<file path="config.mk">
export PLATFORM = sky130hd
export DESIGN_NAME = eth_phy_10g_link_ctrl
export DESIGN_NICKNAME = d
export VERILOG_FILES = /design/src/rtl/eth_phy_link_pkg.sv /design/src/rtl/eth_phy_link_txgate.sv /design/src/rtl/eth_phy_10g_link_ctrl.sv
export SDC_FILE = /design/constraint.sdc
export NUM_CORES = 1
export LEC_CHECK = 0
export ABC_CLOCK_PERIOD_IN_PS = 2990
export BUFFER_PORTS_ARGS = -buffer_cell sky130_fd_sc_hd__buf_4
export CAP_MARGIN = 0
export CORE_MARGIN = 5
export CORE_UTILIZATION = 49
export DETAILED_ROUTE_END_ITERATION = 8
export PLACE_DENSITY = 0.89
export RECOVER_POWER = 25
export SLEW_MARGIN = 20
export SYNTH_ARGS = -nofsm -noshare
export SYNTH_HDL_FRONTEND = slang
export SYNTH_HIERARCHICAL = 1
export SYNTH_SLANG_ARGS = --single-unit
</file>
<file path="constraint.sdc">
create_clock -name clk -period 2.99 [get_ports clk]
set_input_delay 0.299 -clock clk [delete_from_list [all_inputs] [get_ports clk]]
set_output_delay 0.299 -clock clk [all_outputs]
set_load 0.01 [all_outputs]
</file>
<file path="src/rtl/eth_phy_link_pkg.sv">
// Shared definitions for the eth_phy_10g link bring-up sequencer:
// state encoding, XGMII idle pattern and a small sizing helper.
package eth_phy_link_pkg;

  localparam logic [2:0] LS_IDLE        = 3'd0;
  localparam logic [2:0] LS_RST         = 3'd1;
  localparam logic [2:0] LS_WAIT_LOCK   = 3'd2;
  localparam logic [2:0] LS_WAIT_STATUS = 3'd3;
  localparam logic [2:0] LS_UP          = 3'd4;
  localparam logic [2:0] LS_DOWN        = 3'd5;
  localparam logic [2:0] LS_PRBS        = 3'd6;

  typedef enum logic [2:0] {
    ST_IDLE        = LS_IDLE,
    ST_RST         = LS_RST,
    ST_WAIT_LOCK   = LS_WAIT_LOCK,
    ST_WAIT_STATUS = LS_WAIT_STATUS,
    ST_UP          = LS_UP,
    ST_DOWN        = LS_DOWN,
    ST_PRBS        = LS_PRBS
  } link_state_e;

  localparam logic [63:0] XGMII_IDLE_D = 64'h0707070707070707;
  localparam logic [7:0]  XGMII_IDLE_C = 8'hFF;

  // Larger of two values, used to size the shared state timer.
  function automatic int max2(input int a, input int b);
    return (a > b) ? a : b;
  endfunction

endpackage

</file>
<file path="src/rtl/eth_phy_link_txgate.sv">
// Registered XGMII TX gate: passes MAC data to the PHY only when the
// sequencer is about to be (or stay) in UP, otherwise sends idles.
module eth_phy_link_txgate
  import eth_phy_link_pkg::*;
#(
  parameter int DATA_WIDTH = 64,
  parameter int CTRL_WIDTH = 8
) (
  input  logic                  clk,
  input  logic                  rst,
  input  logic                  link_up_next,
  input  logic [DATA_WIDTH-1:0] mac_txd,
  input  logic [CTRL_WIDTH-1:0] mac_txc,
  output logic [DATA_WIDTH-1:0] phy_txd,
  output logic [CTRL_WIDTH-1:0] phy_txc
);

  // One-cycle mux register; idles on reset and whenever the link is not up.
  // NOTE: state registers use non-blocking assignments so every flop samples
  // pre-edge values; blocking here would create order-dependent races.
  always_ff @(posedge clk) begin
    if (rst) begin
      phy_txd <= DATA_WIDTH'(XGMII_IDLE_D);
      phy_txc <= CTRL_WIDTH'(XGMII_IDLE_C);
    end else if (link_up_next) begin
      phy_txd <= mac_txd;
      phy_txc <= mac_txc;
    end else begin
      phy_txd <= DATA_WIDTH'(XGMII_IDLE_D);
      phy_txc <= CTRL_WIDTH'(XGMII_IDLE_C);
    end
  end

endmodule

</file>
<file path="src/rtl/eth_phy_10g_link_ctrl.sv">
// Link bring-up sequencer for eth_phy_10g: serdes reset with lock timeout,
// stable-status qualification, link-down accounting and TX idle gating.
// Optional PRBS31 check before link-up: define ETH_PHY_LINK_CTRL_PRBS_CHECK_EN.
module eth_phy_10g_link_ctrl
  import eth_phy_link_pkg::*;
#(
  parameter int DATA_WIDTH     = 64,
  parameter int CTRL_WIDTH     = 8,
  parameter int RESET_CYCLES   = 16,
  parameter int LOCK_TIMEOUT   = 4096,
  parameter int STABLE_CYCLES  = 256,
  parameter int STATUS_TIMEOUT = 65536,
  parameter int PRBS_CYCLES    = 1024,
  parameter int PRBS_MAX_ERR   = 0
) (
  input  logic                  clk,
  input  logic                  rst,
  input  logic                  cfg_enable,
  input  logic [DATA_WIDTH-1:0] mac_xgmii_txd,
  input  logic [CTRL_WIDTH-1:0] mac_xgmii_txc,
  output logic [DATA_WIDTH-1:0] phy_xgmii_txd,
  output logic [CTRL_WIDTH-1:0] phy_xgmii_txc,
  input  logic                  phy_rx_block_lock,
  input  logic                  phy_rx_high_ber,
  input  logic                  phy_rx_status,
  input  logic [6:0]            phy_rx_error_count,
  output logic                  phy_rx_reset_req,
  output logic                  cfg_prbs31_enable,
  output logic                  link_up,
  output logic [2:0]            link_state,
  output logic [7:0]            retry_count,
  output logic [15:0]           link_down_count
);

  localparam int TIMER_MAX = max2(max2(RESET_CYCLES, LOCK_TIMEOUT),
                                  max2(STATUS_TIMEOUT, PRBS_CYCLES));
  localparam int TIMER_W   = $clog2(TIMER_MAX + 1);
  localparam int STABLE_W  = $clog2(STABLE_CYCLES + 1);

`ifdef ETH_PHY_LINK_CTRL_PRBS_CHECK_EN
  localparam link_state_e ST_QUALIFIED = ST_PRBS;
`else
  localparam link_state_e ST_QUALIFIED = ST_UP;
`endif

  link_state_e         state, state_next;
  logic [TIMER_W-1:0]  timer;
  logic [STABLE_W-1:0] stable;
  logic                retry_inc, down_inc;
  logic                status_good, timed_state;

  assign status_good = phy_rx_status && !phy_rx_high_ber;
  assign timed_state = (state == ST_RST) || (state == ST_WAIT_LOCK) ||
                       (state == ST_WAIT_STATUS) || (state == ST_PRBS);

`ifdef ETH_PHY_LINK_CTRL_PRBS_CHECK_EN
  logic [6:0] prbs_snap;
  logic [6:0] prbs_delta;
  // 7-bit subtraction gives the error-count increase modulo 128.
  assign prbs_delta = phy_rx_error_count - prbs_snap;
`else
  logic unused_prbs;
  assign unused_prbs = ^{phy_rx_error_count, 32'(PRBS_CYCLES), 32'(PRBS_MAX_ERR)};
`endif

  // Next-state decode; qualifying events are tested before timeouts.
  // NOTE: every signal written here gets a default first, so no path can
  // leave it unassigned and infer a latch.
  always_comb begin
    state_next = state;
    retry_inc  = 1'b0;
    down_inc   = 1'b0;
    if (!cfg_enable) begin
      state_next = ST_IDLE;
    end else begin
      unique case (state)
        ST_IDLE: state_next = ST_RST;
        ST_RST: begin
          if (timer == TIMER_W'(RESET_CYCLES - 1)) state_next = ST_WAIT_LOCK;
        end
        ST_WAIT_LOCK: begin
          if (phy_rx_block_lock) begin
            state_next = ST_WAIT_STATUS;
          end else if (timer == TIMER_W'(LOCK_TIMEOUT - 1)) begin
            state_next = ST_RST;
            retry_inc  = 1'b1;
          end
        end
        ST_WAIT_STATUS: begin
          if (!phy_rx_block_lock) begin
            state_next = ST_WAIT_LOCK;
          end else if (status_good && stable == STABLE_W'(STABLE_CYCLES - 1)) begin
            state_next = ST_QUALIFIED;
          end else if (timer == TIMER_W'(STATUS_TIMEOUT - 1)) begin
            state_next = ST_RST;
            retry_inc  = 1'b1;
          end
        end
        ST_UP: begin
          if (!phy_rx_status || !phy_rx_block_lock) begin
            state_next = ST_DOWN;
            down_inc   = 1'b1;
          end
        end
        ST_DOWN: state_next = ST_WAIT_LOCK;
`ifdef ETH_PHY_LINK_CTRL_PRBS_CHECK_EN
        ST_PRBS: begin
          if (!phy_rx_block_lock) begin
            state_next = ST_WAIT_LOCK;
          end else if (timer == TIMER_W'(PRBS_CYCLES - 1)) begin
            if (32'(prbs_delta) > 32'(PRBS_MAX_ERR)) begin
              state_next = ST_RST;
              retry_inc  = 1'b1;
            end else begin
              state_next = ST_UP;
            end
          end
        end
`endif
        default: state_next = ST_IDLE;
      endcase
    end
  end

  // State register, per-state timer (cleared on entry) and stable-run counter.
  always_ff @(posedge clk) begin
    if (rst) begin
      state  <= ST_IDLE;
      timer  <= '0;
      stable <= '0;
    end else begin
      state <= state_next;
      if (state_next != state || !timed_state) begin
        timer <= '0;
      end else begin
        timer <= timer + TIMER_W'(1);
      end
      if (state == ST_WAIT_STATUS && state_next == ST_WAIT_STATUS && status_good) begin
        stable <= stable + STABLE_W'(1);
      end else begin
        stable <= '0;
      end
    end
  end

  // Saturating retry and link-down counters; they hold across disable.
  always_ff @(posedge clk) begin
    if (rst) begin
      retry_count     <= '0;
      link_down_count <= '0;
    end else begin
      if (retry_inc && retry_count != 8'hFF) retry_count <= retry_count + 8'd1;
      if (down_inc && link_down_count != 16'hFFFF) link_down_count <= link_down_count + 16'd1;
    end
  end

`ifdef ETH_PHY_LINK_CTRL_PRBS_CHECK_EN
  // Error-count snapshot taken on entry into the PRBS window.
  always_ff @(posedge clk) begin
    if (rst) begin
      prbs_snap <= '0;
    end else if (state_next == ST_PRBS && state != ST_PRBS) begin
      prbs_snap <= phy_rx_error_count;
    end
  end
  assign cfg_prbs31_enable = (state == ST_PRBS);
`else
  assign cfg_prbs31_enable = 1'b0;
`endif

  assign link_up          = (state == ST_UP);
  assign link_state       = state;
  assign phy_rx_reset_req = (state == ST_RST) && cfg_enable;

  eth_phy_link_txgate #(
    .DATA_WIDTH (DATA_WIDTH),
    .CTRL_WIDTH (CTRL_WIDTH)
  ) u_txgate (
    .clk          (clk),
    .rst          (rst),
    .link_up_next (state_next == ST_UP),
    .mac_txd      (mac_xgmii_txd),
    .mac_txc      (mac_xgmii_txc),
    .phy_txd      (phy_xgmii_txd),
    .phy_txc      (phy_xgmii_txc)
  );

endmodule

</file>
==> results by group, run 1 <==
Run status
  • Status: finished clean

Yosys
  • Top post-synthesis cells by count: dfxtp_1, and3b_1, or3b_1
  • Total number of yosys warnings: 6
  • Largest family of logic cells by synthesized area: simple AND/OR/NAND/NOR gates
  • Syn nets: ~570
  • Synth Area in Compound Gates: roughly a tenth
  • Asr flop ratio synth: 0%
  • Post-synthesis cell area: between 5000 and 6000 um2
  • Synth Area in Adders: under 10%
  • Mapped Cells: about 480
  • Area leader, netlist: dfxtp_1
  • Post-Synth Simple-Gate Area: approximately 28%
  • Cell with the most instances after synthesis: dfxtp_1
  • Synth top area share: roughly 50%
  • Synthesis-stage register bit count: 125
  • Register area share after synthesis: 49.9%
  • Avg Cell Area, Syn: about 10 um2
  • Yosys cell types: 52
  • Primary FF master, synth: dfxtp_1
  • Area contributors post-synth: dfxtp_1, and3b_1, or3b_1, xnor2_1, a211oi_2
  • Post-synthesis mux area share: less than 1%
  • Synth Area in XOR/XNOR: around 6%
  • Post-synth EDFFs: 0

Power and ir drop
  • Power share of the clock group: 51.2%
  • Maximum VDD drop: roughly 0.00034 V
  • Sequential Power Share: between 40% and 50%
  • Power Dens Cells: approximately 530 nW/um2
  • Combinational Power Share: approximately 4.9%
  • Pleak: 2.84 nW
  • Sw power: about 0.00096 W
  • Switching power share of the total: 25.2%
  • Pint: ~0.0028 W
  • Total power: about 0.0038 W

Critical path
  • Critical-path maximum fanout: 72
  • CP Launch Type: register
  • Critical path's largest stage delay: 0.44 ns
  • CP Capture Type: register
  • CP cell instances: and4_1, nand2_1, nor2_1, ha_1, and3b_1, nand4b_1, o31a_1, nand3_1, nor2_4, buf_12, or3b_1
  • Critical Path AT: about 3.2 ns
  • Reg2reg setup slack: 0.18 ns
  • Required time at the worst-slack endpoint: ~3.4 ns
  • Kind of critical path: register to register
  • CP max stage cell: or3b_1

Job
  • Max Cap Viol: 0

Detailed routing
  • Post-route DRC: 0
  • DR WL met3: 1.24 mm
  • Met2 wire length: around 8.5 mm
  • Max Used Layer: met4
  • Wire per inst: slightly below 20 um
  • Routed Antenna Nets: 0
  • Drt pass-1 iters: 5
  • Starting DRC count in detailed routing: between 300 and 400
  • Via density: 5.57
  • Routed vias: 4677
  • Metal-1 WL: 5.74 mm
  • Post-detailed-routing wire length: about 16 mm

Clocking
  • Number of gates resized after CTS: 0
  • Clock Pin Slew Worst Setup and Hold Paths: approximately 0.07 ns
  • Total CTS buffers: 17
  • Clk_lat worst skew: 0.53 ns
  • Longest Clk Path Bufs: 2
  • Post-CTS Setup Inserts: 0
  • Clock sinks: 125
  • CTS tree: yes
  • Root buffer selected by CTS: clkbuf_8
  • Htree depth: 4

Timing
  • Final Max Tran Viols: 0
  • Minimum clock period: between 2 and 3 ns
  • RSZ-0062 raised after global routing: false
  • TNS Setup: 0 ns
  • Worst-Margin Slew: ~0.94 ns
  • Final Hold Viols: 0
  • Rel. slew slack: between 30% and 40%
  • Max Clock Freq: around 360 MHz
  • Hold slack final: around 0.018 ns
  • Final setup viols: 0
  • Fin crit share: a little over nine tenths
  • Final clock skew: 0.0146 ns

Final layout
  • Nets: 782
  • Final instance area: between 7000 and 8000 um2
  • P&R area growth vs syn: 43.2%
  • Final antenna diode count: 0
  • Layout cell share with drive strength beyond 1: approximately a quarter

Placement
  • RD Place Congestion: slightly below 0.9
  • Post-detail-place hpwl: 9.62 mm
  • Placed standard-cell area: 6440 um2
  • PortBufs: approximately 180

Global route
  • Vias in the first global route: just under 5000
  • Grt total ovfl: 0
  • Initial antenna violation count: 0
  • First-pass GRT wire length: around 26 mm
  • GRT Total Usage: 26.3%
  • Largest net degree at the start of global routing: between 70 and 80

Floorplan
  • Die area: around 12000 um2
  • FP Rows: 37
  • Die X: ~110 um
  • IO Count: approximately 190
  • Die Span Y: about 110 um
  • Core box area: slightly above 10000 um2
  • Initial Util: between 40% and 50%

Hold path
  • Worst Hold Class: primary input to register
cells in the final DEF, fill, tap and decap left out, drive strengths merged, types with 5 or more instances in the layout:
cell	synthesis	layout
and3b	41	41
or3b	32	32
dlygate4sd3	0	39
nor2	31	31
a21oi	11	11
buf	11	130
nand3	20	20
nand4	9	9
a211oi	22	22
or4	8	8
dfxtp	125	125
clkbuf	20	73
ha	6	6
inv	11	21
nor4	12	12
nor3	7	7
a2111oi	10	10
nand2	15	15
xnor2	24	24
xor2	10	10
nand2b	5	5
metrics by stage:
| stage | util [%] | setup WS (ns) | instances |
|---|---|---|---|
| after floorplan | - | 0.395 | 478 |
| after CTS | 72.9 | 0.271 | 840 |
| after detailed placement | 63.5 | 0.371 | 769 |
| final | 70.8 | 0.183 | 840 |
| after global routing | 70.8 | 0.0252 | 840 |
| after global placement | 63.5 | 0.450 | 769 |
metal layers:
layer	vias up	track usage, %
met3	50	7.75
met5	-	0
met1	2238	27.3
li1	2166	-
met2	223	47.7
met4	0	13.8
cell families (layout without fill, tap and decap cells):
kind of cell,after synthesis,in the layout
compound gates,58,58
xor+xnor,34,34
fa+ha+maj,6,6
buf+inv,42,268
flops,125,125
mux,3,3
other cells,1,1
simple gates,209,209
critical path, delay by kind of cell, from the launching register on:
family,cells,cell delay [ns]
buffers and inverters,1,0.24
and+or+nand+nor,8,1.57
DFF,1,0.43
adders and majority gates,1,0.18
AOI/OAI and AO/OA,1,0.24
power groups by stage:
stage	combinational, W	clock [W]	sequential, W
3_5_place_dp	0.000137	0	0.00171
6_report	0.000185	0.00195	0.00167
5_1_grt	0.000198	0.00205	0.00167
2_1_floorplan	0.0000486	0	0.00171
3_3_place_gp	0.000131	0	0.00171
4_1_cts	0.000181	0.00196	0.00167
sequential cells by signal (all words and copies together) (netlist names):
name / count
retry_count: 8
link_state: 3
timer: 17
u_txgate/phy_txd: 64
link_down_count: 16
u_txgate/phy_txc: 8
stable: 9
area by class of cell:
cell class	count	area, um2
fill	728	2960
clock inverter	15	146
multi-input combinational	311	2310
timing repair buffer	225	1590
clock buffer	17	414
inverter	11	41.3
tap	136	170
sequential	125	2500
path summary, 6_finish.rpt:
path | start | end | depth (start not counted)
worst min register to register | timer[0] | timer[0] | 1
worst min-delay path | mac_xgmii_txd[35] | u_txgate/phy_txd[35] | 2
worst max register to register | stable[2] | u_txgate/phy_txd[57] | 11
worst max-delay path | stable[2] | u_txgate/phy_txd[57] | 11
timing repair:
action	in CTS	in global routing
setup endpoints to repair	0	0
endpoints found under the hold margin	39	0
hold buffers	39	0
No activity file was read; power rests on OpenSTA's default activity.
==> run 2, diff against run 1 <==
==> constraint.sdc (replaced) <==
create_clock -name clk -period 2.99 [get_ports clk]
set_input_delay 0.4485 -clock clk [delete_from_list [all_inputs] [get_ports clk]]
set_output_delay 0.4485 -clock clk [all_outputs]
set_load 0.01 [all_outputs]
==> results by group, run 2 (synthesis results as in run 1) <==
Clocking
  • Clk_lat worst skew: 0.51 ns (was 0.53 ns)
  • CTS tree: yes (unchanged)
  • Number of gates resized after CTS: 0 (unchanged)
  • Total CTS buffers: 17 (unchanged)
  • Htree depth: 4 (unchanged)
  • Longest Clk Path Bufs: 2 (unchanged)
  • Clock sinks: 125 (unchanged)
  • Root buffer selected by CTS: clkbuf_8 (unchanged)
  • Clock Pin Slew Worst Setup and Hold Paths: 0.06 ns (was 0.07 ns)
  • Hold Buf Count CTS: 0 (was 39)
  • Post-CTS Setup Inserts: 0 (unchanged)

Timing
  • Minimum clock period: 2.68 ns (was 2.81 ns)
  • Fin crit share: 89.5% (was 93.9%)
  • Hold slack final: 0.116 ns (was 0.0184 ns)
  • Final Hold Viols: 0 (unchanged)
  • Worst-Margin Slew: 0.867 ns (was 0.944 ns)
  • Max Clock Freq: 374 MHz (was 356 MHz)
  • Final clock skew: 0.00791 ns (was 0.0146 ns)
  • Final setup viols: 0 (unchanged)
  • Final WS setup: 0.313 ns (was 0.183 ns)
  • Final Max Tran Viols: 0 (unchanged)
  • RSZ-0062 raised after global routing: false (unchanged)
  • Rel. slew slack: 42.2% (was 37.1%)
  • TNS Setup: 0 ns (unchanged)

Hold path
  • Hold Path Cell Cnt: 2 (unchanged)
  • Worst Hold Class: primary input to register (unchanged)
  • Hold Crit Start: mac_xgmii_txc[1] (was mac_xgmii_txd[35])
  • Hold path endpoint: u_txgate/phy_txc[1] (was u_txgate/phy_txd[35])

Detailed routing
  • Post-route DRC: 0 (unchanged)
  • Starting DRC count in detailed routing: 327 (was 382)
  • Routed Antenna Nets: 0 (unchanged)
  • Drt pass-1 iters: 5 (unchanged)
  • Wire per inst: 17.0 um (was 19.2 um)
  • Post-detailed-routing wire length: 13.6 mm (was 16.2 mm)
  • Routed vias: 4314 (was 4677)
  • Via density: 5.39 (was 5.57)

Placement
  • Placed standard-cell area: 6440 um2 (unchanged)
  • RD Place Congestion: 0.854 (was 0.865)
  • Post-detail-place hpwl: 9.70 mm (was 9.62 mm)
  • PortBufs: 178 (unchanged)
  • DP Worst Slack: 0.317 ns (was 0.371 ns)

Final layout
  • P&R area growth vs syn: 36.2% (was 43.2%)
  • Largest register by flop count: u_txgate/phy_txd (unchanged)
  • Final antenna diode count: 0 (unchanged)
  • Top Registers: u_txgate/phy_txd: 64 flops, timer: 17 flops, link_down_count: 16 flops (unchanged)
  • Most frequent cells in the layout: buf_4, dfxtp_1, clkbuf_1 (unchanged)
  • Filler cells: 780 (was 728)
  • Final instance area: 6830 um2 (was 7180 um2)
  • Area of the multi-input gates: 2310 um2 (unchanged)
  • Layout cell share with drive strength beyond 1: 27.4% (was 26.0%)
  • Nets: 743 (was 782)
  • Commonest non-fill, non-tap cell in the layout: buf_4 (unchanged)
  • Largest register FFs: 64 (unchanged)
  • Register area: 2500 um2 (unchanged)

Floorplan
  • Core box area: 10100 um2 (unchanged)
  • FP Rows: 37 (unchanged)
  • Die Span Y: 111 um (unchanged)
  • IO Count: 187 (unchanged)
  • Die X: 111 um (unchanged)
  • Die area: 12400 um2 (unchanged)
  • Initial Util: 49.5% (unchanged)

Critical path
  • CP Launch Type: register (unchanged)
  • Reg-to-reg endpoint: timer[6] (was u_txgate/phy_txd[57])
  • Critical-path maximum fanout: 17 (was 72)
  • CP Capture Type: register (unchanged)
  • Kind of critical path: register to register (unchanged)
  • Worst r2r path cells: 6 (was 11)
  • R2r startpoint: timer[0] (was stable[2])
  • Reg2reg setup slack: 0.31 ns (was 0.18 ns)
  • Required time at the worst-slack endpoint: 3.41 ns (was 3.37 ns)
  • Critical Path AT: 3.10 ns (was 3.19 ns)

Global route
  • Grt total ovfl: 0 (unchanged)
  • First-pass GRT wire length: 21.9 mm (was 25.9 mm)
  • Met2 usage: 39.1% (was 47.7%)
  • GR peak layer: met2 (unchanged)
  • Grt met1 use: 23.8% (was 27.3%)
  • Vias in the first global route: 4436 (was 4922)
  • Met3 Use GR: 7.70% (was 7.75%)
  • Largest net degree at the start of global routing: 73 (unchanged)
  • GRT Total Usage: 21.9% (was 26.3%)
  • Initial antenna violation count: 0 (unchanged)

Power and ir drop
  • Maximum VDD drop: 0.000528 V (was 0.000342 V)
  • Pleak: 2.70 nW (was 2.84 nW)
  • Power Dens Cells: 567 nW/um2 (was 530 nW/um2)

Job
  • Max Cap Viol: 0 (unchanged)

Run status
  • Status: finished clean (unchanged)
[run 2: cell types whose count changed in the layout (fill, tap and decap cells not counted), moves of 2 or more]
cell           change
dlygate4sd3_1     -39
inv_8              -4
bufinv_16          +3
clkinv_4           +3
clkinvlp_4         -2
[run 2: how the worst max path moves through the flow]
stage / depth (start not counted) / to / slack [ns] / start
2_1_floorplan: 11 / retry_count[7] / 0.40 / timer[0]
3_3_place_gp: 6 / timer[1] / 0.45 / timer[0]
3_5_place_dp: 6 / timer[6] / 0.32 / timer[0]
4_1_cts: 6 / timer[6] / 0.30 / timer[0]
5_1_grt: 9 / timer[6] / 0.07 / stable[2]
6_report: 6 / timer[6] / 0.31 / timer[0]
[run 2: routing by layer]
metal	wire (um)	vias up
met5	0	-
met4	262	0
met3	1080	24
met2	7150	176
met1	5150	2026
li1	-	2088
[run 2: critical path, stage by stage (launching register included)]
cell	delay, ns
dfxtp_1	0.37
ha_1	0.23
nand3_2	0.11
or3_1	0.41
or4_4	0.59
a31o_1	0.52
a211oi_1	0.35
[run 2: area by class of cell]
class | instances | share of cell area, %
inverters | 11 | 0.605
clock inverters | 14 | 2.68
well taps | 136 | 2.49
flip-flops and latches | 125 | 36.7
multi-input cells | 311 | 33.9
clock buffers | 18 | 6.12
repair buffers | 186 | 17.6
[run 2: through the flow]
stage / power (W) / utilization, % / instances
after floorplan: 0.00176 / - / 478
after global placement: 0.00184 / 63.5 / 769
after detailed placement: 0.00184 / 63.5 / 769
after CTS: 0.00390 / 69.4 / 801
after global routing: 0.00400 / 67.3 / 801
final: 0.00387 / 67.3 / 801
[run 2: report_power, final]
part	switching, W	internal [W]
Clock	0.000776	0.00129
Sequential	0.00000331	0.00167
Combinational	0.0000572	0.0000796
==> run 3, diff against run 2 <==
- CELL_PAD_IN_SITES_DETAIL_PLACEMENT: not set -> 0
- CELL_PAD_IN_SITES_GLOBAL_PLACEMENT: not set -> 1
- CORE_UTILIZATION: 49 -> 37
==> results by group, run 3 (synthesis results as in run 1) <==
Critical path
  • CP startpoint: timer[0] (unchanged)
  • R2r startpoint: timer[0] (unchanged)
  • CP max stage cell: or4_4 (unchanged)
  • Required time at the worst-slack endpoint: 3.30 ns (was 3.41 ns)
  • Critical Path AT: 3.01 ns (was 3.10 ns)
  • CP Capture Type: register (unchanged)
  • Kind of critical path: register to register (unchanged)
  • CP Launch Type: register (unchanged)
  • CP cell instances: ha_1, nand3_2, or3_1, or4_4, a31o_1, a211oi_1 (unchanged)
  • Critical-path maximum fanout: 17 (unchanged)
  • Critical path's largest stage delay: 0.56 ns (was 0.59 ns)

Timing
  • Final Max Tran Viols: 0 (unchanged)
  • TNS Setup: 0 ns (unchanged)
  • Max Clock Freq: 371 MHz (was 374 MHz)
  • Final Hold Viols: 0 (unchanged)
  • Final WS setup: 0.296 ns (was 0.313 ns)
  • Hold slack final: 0.217 ns (was 0.116 ns)
  • Minimum clock period: 2.69 ns (was 2.68 ns)
  • Rel. slew slack: 33.3% (was 42.2%)
  • Fin crit share: 90.1% (was 89.5%)
  • Worst-Margin Slew: 1.00 ns (was 0.867 ns)
  • Final setup viols: 0 (unchanged)
  • RSZ-0062 raised after global routing: false (unchanged)
  • Final clock skew: 0.0122 ns (was 0.00791 ns)

Run status
  • Status: finished clean (unchanged)

Final layout
  • Filler cells: 1254 (was 780)
  • Largest register FFs: 64 (unchanged)
  • Top Registers: u_txgate/phy_txd: 64 flops, timer: 17 flops, link_down_count: 16 flops (unchanged)
  • Largest register by flop count: u_txgate/phy_txd (unchanged)
  • Nets: 744 (was 743)
  • Commonest non-fill, non-tap cell in the layout: buf_4 (unchanged)
  • Area of the multi-input gates: 2310 um2 (unchanged)
  • Most frequent cells in the layout: buf_4, dfxtp_1, clkbuf_1 (unchanged)
  • Final antenna diode count: 0 (unchanged)
  • Register area: 2500 um2 (unchanged)
  • Layout cell share with drive strength beyond 1: 27.3% (was 27.4%)
  • P&R area growth vs syn: 38.3% (was 36.2%)

Clocking
  • Post-CTS Setup Inserts: 0 (unchanged)
  • Total CTS buffers: 17 (unchanged)
  • Number of gates resized after CTS: 0 (unchanged)
  • Clock sinks: 125 (unchanged)
  • Longest Clk Path Bufs: 2 (unchanged)
  • Root buffer selected by CTS: clkbuf_16 (was clkbuf_8)
  • Clk_lat worst skew: 0.42 ns (was 0.51 ns)
  • Clock Pin Slew Worst Setup and Hold Paths: 0.06 ns (about the same)
  • Hold Buf Count CTS: 0 (unchanged)
  • Htree depth: 4 (unchanged)
  • CTS tree: yes (unchanged)

Hold path
  • Hold Crit Start: mac_xgmii_txd[40] (was mac_xgmii_txc[1])
  • Worst Hold Class: primary input to register (unchanged)

Floorplan
  • Die Span Y: 126 um (was 111 um)
  • FP Rows: 42 (was 37)
  • IO Count: 187 (unchanged)
  • Die area: 16000 um2 (was 12400 um2)
  • Initial Util: 37.9% (was 49.5%)
  • Core box area: 13200 um2 (was 10100 um2)
  • Die X: 126 um (was 111 um)

Global route
  • Initial antenna violation count: 0 (unchanged)
  • Largest net degree at the start of global routing: 73 (unchanged)
  • First-pass GRT wire length: 21.0 mm (was 21.9 mm)
  • Vias in the first global route: 4307 (was 4436)
  • GRT Total Usage: 16.4% (was 21.9%)
  • Grt total ovfl: 0 (unchanged)

Power and ir drop
  • Maximum VDD drop: 0.000407 V (was 0.000528 V)
  • Pleak: 2.72 nW (was 2.70 nW)
  • Total power: 0.00405 W (was 0.00387 W)
  • Power Dens Cells: 584 nW/um2 (was 567 nW/um2)

Detailed routing
  • Routed Antenna Nets: 0 (unchanged)
  • Post-detailed-routing wire length: 13.1 mm (was 13.6 mm)
  • Via density: 5.05 (was 5.39)
  • Starting DRC count in detailed routing: 242 (was 327)
  • Drt pass-1 iters: 4 (was 5)
  • Post-route DRC: 0 (unchanged)
  • Wire per inst: 15.5 um (was 17.0 um)
  • Routed vias: 4255 (was 4314)

Placement
  • Post-detail-place hpwl: 9.37 mm (was 9.70 mm)
  • PortBufs: 178 (unchanged)
  • RD Place Congestion: 0.810 (was 0.854)
  • DP Worst Slack: 0.303 ns (was 0.317 ns)

Job
  • Max Cap Viol: 0 (unchanged)
==> run 3: path summary, 6_finish.rpt <==
kind / to / slack [ns] / cells past startpoint
min: u_txgate/phy_txd[40] / 0.22 / 2
max: timer[0] / 0.30 / 6
max reg2reg: timer[0] / 0.30 / 6
min reg2reg: stable[0] / 0.50 / 1
==> run 3: critical path: cells and delay by family, from the launching register on <==
| family | cells | cell delay (ns) |
|---|---|---|
| and+or+nand+nor | 3 | 1.07 |
| DFF | 1 | 0.38 |
| AOI/OAI and AO/OA | 2 | 0.90 |
| adders and majority gates | 1 | 0.24 |
==> run 3: area by class of cell <==
cell class	instances	share of cell area, %
inverters	11	0.595
multi-input cells	311	33.4
clock buffers	21	6.64
clock inverters	11	2.72
well taps	176	3.18
flip-flops and latches	125	36.1
repair buffers	187	17.4
==> run 3: metrics by stage <==
step	instance area (um2)	utilization (%)	instances
after floorplan	5010	-	478
after global placement	6490	49.0	810
after detailed placement	6490	49.0	810
after CTS	7140	53.9	842
after global routing	6930	52.4	842
final	6930	52.4	842
==> run 3: routing by layer <==
layer  global-route usage (%)  part of all wire, %  up-vias
met1                     17.7                   38     1973
met5                        0                    0        -
li1                         -                    -     2090
met4                     6.31                  1.9        0
met2                     26.9                   49      173
met3                     9.21                   11       19
==> run 3: power breakdown <==
part / internal [W] / switching, W / leakage, nW
logic: 0.0000796 / 0.0000575 / 1.40
clock network: 0.00152 / 0.000725 / 0.313
registers: 0.00167 / 0.00000368 / 1.01
